### src/rtl/fetch_stage_pkg.sv
// Shared fetch-stage definitions.
// Holds the word width, opcode field position and FSM state encodings.
package fetch_stage_pkg;

    localparam int WORD_W = 8;
    localparam int OP_HI  = 7;
    localparam int OP_LO  = 5;

    typedef logic [WORD_W-1:0] word_t;

    typedef enum logic [1:0] {
        FILL = 2'd0,
        RUN  = 2'd1,
        HOLD = 2'd2
    } fetch_state_t;

endpackage

### src/rtl/fetch_stage_skid.sv
// One-entry skid buffer.
// Parks a ROM response while decode stalls.
import fetch_stage_pkg::*;

module fetch_stage_skid (
    input  logic       clock,
    input  logic       reset,
    input  logic       load,
    input  logic       clear,
    input  logic [7:0] din,
    output logic [7:0] dout
);

    word_t data;

    always_ff @(posedge clock) begin
        if (reset || clear) begin
            data <= '0;
        end else if (load) begin
            data <= din;
        end
    end

    assign dout = data;

endmodule

### src/rtl/fetch_stage.sv
// Instruction fetch: PC, sync ROM interface, IF/ID register.
// Absorbs decode stalls in a skid entry; flushes on redirect.
import fetch_stage_pkg::*;

module fetch_stage #(
    parameter logic [7:0] RESET_PC = 8'h00
) (
    input  logic       clock,
    input  logic       reset,
    input  logic       stall,
    input  logic       redirect,
    input  logic [7:0] target,
    output logic [7:0] imemAddr,
    input  logic [7:0] imemData,
    output logic [7:0] pcOut,
    output logic [7:0] instOut,
    output logic       validOut
);

    fetch_state_t state, stateNext;

    word_t pcFetch, pcFetchNext;
    word_t respPc, respPcNext;
    word_t pcOutNext, instOutNext;
    logic  validNext;
    logic  skidLoad, skidClear;
    word_t skidInst;

    fetch_stage_skid u_skid (
        .clock (clock),
        .reset (reset),
        .load  (skidLoad),
        .clear (skidClear),
        .din   (imemData),
        .dout  (skidInst)
    );

    always_comb begin
        stateNext   = state;
        pcFetchNext = pcFetch;
        respPcNext  = respPc;
        pcOutNext   = pcOut;
        instOutNext = instOut;
        validNext   = validOut;
        skidLoad    = 1'b0;
        skidClear   = 1'b0;
        if (redirect) begin
            pcFetchNext = target;
            validNext   = 1'b0;
            skidClear   = 1'b1;
            stateNext   = FILL;
        end else begin
            unique case (state)
                FILL: begin
                    if (!stall) begin
                        respPcNext  = pcFetch;
                        pcFetchNext = pcFetch + 8'd1;
                        validNext   = 1'b0;
                        stateNext   = RUN;
                    end
                end
                RUN: begin
                    if (stall) begin
                        skidLoad  = 1'b1;
                        stateNext = HOLD;
                    end else begin
                        pcOutNext   = respPc;
                        instOutNext = imemData;
                        validNext   = 1'b1;
                        respPcNext  = pcFetch;
                        pcFetchNext = pcFetch + 8'd1;
                    end
                end
                HOLD: begin
                    // ROM output here is mem[pcFetch]; it is consumed next cycle in RUN
                    if (!stall) begin
                        pcOutNext   = respPc;
                        instOutNext = skidInst;
                        validNext   = 1'b1;
                        respPcNext  = pcFetch;
                        pcFetchNext = pcFetch + 8'd1;
                        stateNext   = RUN;
                    end
                end
                default: begin
                    validNext = 1'b0;
                    stateNext = FILL;
                end
            endcase
        end
    end

    always_ff @(posedge clock) begin
        if (reset) begin
            state    <= FILL;
            pcFetch  <= RESET_PC;
            respPc   <= '0;
            pcOut    <= '0;
            instOut  <= '0;
            validOut <= 1'b0;
        end else begin
            state    <= stateNext;
            pcFetch  <= pcFetchNext;
            respPc   <= respPcNext;
            pcOut    <= pcOutNext;
            instOut  <= instOutNext;
            validOut <= validNext;
        end
    end

    assign imemAddr = pcFetch;

endmodule

### config.mk
export PLATFORM = sky130hd
export DESIGN_NAME = fetch_stage
export DESIGN_NICKNAME = d
export VERILOG_FILES = /design/src/rtl/fetch_stage_pkg.sv /design/src/rtl/fetch_stage_skid.sv /design/src/rtl/fetch_stage.sv
export SDC_FILE = /design/constraint.sdc
export NUM_CORES = 1
export LEC_CHECK = 0
export CAP_MARGIN = 30
export CELL_PAD_IN_SITES_DETAIL_PLACEMENT = 1
export CELL_PAD_IN_SITES_GLOBAL_PLACEMENT = 2
export CORE_UTILIZATION = 37
export DETAILED_ROUTE_END_ITERATION = 10
export DONT_BUFFER_PORTS = 1
export PLACE_DENSITY_LB_ADDON = 0.1
export SKIP_LAST_GASP = 1
export SLEW_MARGIN = 20
export SYNTH_ARGS = -nofsm -noshare
export SYNTH_HDL_FRONTEND = slang
export SYNTH_SLANG_ARGS = --single-unit
### constraint.sdc
create_clock -name clock -period 1.9 [get_ports clock]
set_input_delay 0.19 -clock clock [delete_from_list [all_inputs] [get_ports clock]]
set_output_delay 0.19 -clock clock [all_outputs]
set_load 0.02 [all_outputs]
==> impl_metrics.env, run 1 <==
export IMPL_status="finished clean"
export IMPL_cp_arrival_ps=1960
export IMPL_crit_fanout=9
export IMPL_antenna_found_initial=0
export IMPL_p_per_area_nw_per_um2=884
export IMPL_vdd_drop_max_v=0.000459
export IMPL_totalNegativeSetupSlack_ps=0
export IMPL_ys_seq_elements=43
export IMPL_setup_violations=0
export IMPL_max_cap_violations=0
export IMPL_root_buffer="clkbuf_8"
export IMPL_crit_start="state[1]$_SDFFE_PP0P_"
export IMPL_p_int_w=0.00138
export IMPL_place_gp_congestion=0.753
export IMPL_initial_core_util_pct=39.3
export IMPL_required_ps=2110
export IMPL_drt_iter0_markers=29
export IMPL_finalNonFillerCells=271
export IMPL_critPathCaptureType="flop"
export IMPL_crit_path_start_kind="flop"
export IMPL_crit_family="simple AND/OR/NAND/NOR gates"
export IMPL_io_pins=45
export IMPL_rr_startpoint="state[1]$_SDFFE_PP0P_"
export IMPL_netlist_top_cells_area="dfxtp_1 46%, mux2i_1 13%, nor2_1 5.4%"
export IMPL_dieArea_um2=5400
export IMPL_route_detailed_drc=0
export IMPL_cts_buffers=5
export IMPL_slew_viol_final=0
export IMPL_die_h_um=73.5
export IMPL_seqPwrFrac_pct=52.7
export IMPL_vias_per_cell=5.31
export IMPL_p_clk_share_pct=40.1
export IMPL_multi_input_area_um2=947
export IMPL_power_switching_w=0.000465
export IMPL_finalWorstSetupSlack_ps=154
export IMPL_postCtsSetupBuffers=0
export IMPL_finalClockSkew_ps=5.45
export IMPL_max_clock_freq_mhz=573
export IMPL_synth_seq_area_share_pct=45.5
export IMPL_htreeDepth=2
export IMPL_first_global_vias=1578
export IMPL_drt_pass1_iterations=4
export IMPL_worst_path_buf_inv=1
export IMPL_num_vias=1439
export IMPL_grt_max_degree=32
export IMPL_drive_above_1_share_pct=11.3
export IMPL_p_sw_share_pct=25.2
export IMPL_dp_cells=261
export IMPL_gr_total_overflow=0
export IMPL_dpl_hpwl_um=3310
export IMPL_cts_tree="yes"
export IMPL_slew_headroom_pct=64.1
export IMPL_nFillCells=584
export IMPL_antenna_cells=0
export IMPL_synth_top_area_cell="dfxtp_1"
export IMPL_worstMarginPinSlew_ps=538
export IMPL_crit_type="reg -> reg"
export IMPL_seq_area_um2=861
export IMPL_slowest_delay_ps=430
export IMPL_finalCriticalPeriod_ps=1750
export IMPL_slowest_stage="dfxtp_1"
export IMPL_ant_nets=0
export IMPL_grt_total_usage_pct=18.9
export IMPL_dp_slack_ps=165
export IMPL_synth_cell_types=35
export IMPL_cts_resized=0
export IMPL_clock_sinks=43
export IMPL_rows=25
export IMPL_finalCoreUtilization_pct=43.4
export IMPL_netlist_area_um2=1890
export IMPL_yosys_warnings=0
export IMPL_syn_nets=227
export IMPL_synth_top_area_share_pct=45.5
export IMPL_finalCritPeriodShare_pct=91.9
export IMPL_syn2layout_area_growth_pct=10.5
export IMPL_wl_per_cell_um=16.9
export IMPL_comb_power_share_pct=7.2
export IMPL_hold_class="in -> reg"
export IMPL_clockBufferDepth=2
export IMPL_cellLeakagePower_nw=0.729
export IMPL_hold_path_startpoint="imemData[2]"
export IMPL_r2r_slack_ps=150
export IMPL_clk_latency_ps=300
export IMPL_finalWirelength_um=4570
export IMPL_fp_coreArea_um2=4820
export IMPL_portBuffers=0
export IMPL_crit_path_cell_trace="inv_1 > ha_1 > or2_2 > and2_1 > a211oi_1"
export IMPL_finalNetCount=229
export IMPL_grt_pass1_wl_um=7540
export IMPL_hold_violations=0
export IMPL_avgSynthCellArea_um2=9.41
export IMPL_clkSlewWorstSetupHoldPaths_ps=90
export IMPL_syn_inst=201
export IMPL_rsz0062_at_grt="no"
export IMPL_chipWidth_um=73.5
[worst reg2reg max path, cell delays in order (launching register included)]
cell      delay (ps)
dfxtp_1          430
inv_1             90
ha_1             240
or2_2            390
and2_1           270
a211oi_1         240
[synthesized netlist by cell type, drive strengths merged]
cell	n
nand4bb	1
nand4	2
a31oi	1
mux2i	24
xnor2	2
nor4bb	1
or3b	1
nor3b	1
a21oi	15
o21a	1
o211ai	1
o221a	4
nand2	12
or4	1
and2	2
nor2b	2
dfxtp	43
a221oi	1
and4	1
buf	5
or3	3
ha	6
clkbuf	8
o31a	1
nor3	3
a211oi	10
a311oi	4
o21ai	7
inv	6
nand3	2
and3b	1
or2	2
nor2	27
[layout by cell type (no fill, tap or decap), drive strengths merged, types with 2 or more instances in the layout]
cell type  synthesis  layout
nand2             12      12
or2                2       2
xnor2              2       2
a211oi            10      10
and2               2       2
or3                3       3
nand3              2       2
a21oi             15      15
a311oi             4       4
o21ai              7       7
mux2i             24      24
clkbuf             8       5
buf                5       7
dfxtp             43      43
ha                 6       6
o221a              4       4
nor3               3       3
nor2              27      27
nand4              2       2
nor2b              2       2
inv                6       7
[registers in the layout (all words and copies together) (netlist names)]
name,flops
pcOut,8
imemAddr,8
instOut,8
u_skid.dout,8
respPc,8
state,2
validOut,1
[per-stage QoR]
| stage | power (W) | instance area (um^2) | hold slack [ps] |
|---|---|---|---|
| after CTS | 0.00188 | 2100 | 9.25 |
| after detailed placement | 0.00112 | 1960 | 269 |
| after global placement | 0.00111 | 1960 | 266 |
| final | 0.00185 | 2090 | 11.7 |
| after global routing | 0.00193 | 2090 | 14.9 |
| after floorplan | 0.00110 | 1890 | 326 |
[repair_timing]
item / CTS / global route
endpoints found under the setup margin: 0 / 0
hold buffers: 2 / 0
hold endpoints to repair: 31 / 0
[final timing paths]
path,end,cells after the start
setup / recovery,instOut[1]$_SDFFE_PP0P_,5
hold / removal,u_skid.dout[2]$_SDFFE_PP0P_,2
setup reg to reg,instOut[1]$_SDFFE_PP0P_,5
hold reg to reg,u_skid.dout[2]$_SDFFE_PP0P_,2
[layer usage]
metal | up-vias | global-route usage, % | routed length, um
li1 | 717 | - | -
met1 | 687 | 20.8 | 1850
met2 | 31 | 34.0 | 2430
met3 | 4 | 5.90 | 238
met4 | 0 | 6.62 | 48
met5 | - | 0 | 0
[layout make-up]
class                           count  area share, %
Inverter                            6           1.08
Multi-Input combinational cell    139           45.3
Tap cell                           67           4.01
Sequential cell                    43           41.2
Clock inverter                      3           2.27
Timing Repair Buffer                8           2.87
Clock buffer                        5           3.29
[power by group through the flow]
stage               sequential, W  combinational, W  clock [W]
CTS                      0.000974          0.000137   0.000765
finish                   0.000973          0.000134   0.000740
floorplan                0.000992          0.000104          0
global route             0.000978          0.000151   0.000803
detailed placement       0.000995          0.000123          0
global placement         0.000993          0.000117          0
[kinds of logic after synthesis]
family | synth area share [%]
XOR/XNOR | 0.926
flip-flops | 45.5
AND/OR/NAND/NOR | 16.4
multiplexers | 12.7
adder cells (fa/ha/maj) | 3.97
AO/OA/AOI/OAI | 16.1
buffers and inverters | 4.43
Power figures use the tool's default switching activity.
==> run 2, diff against run 1 <==
- CAP_MARGIN: 30 -> 20
==> results of run 2 <==
Same layout as run 1: the final DEF is identical, and so are final timing and power.
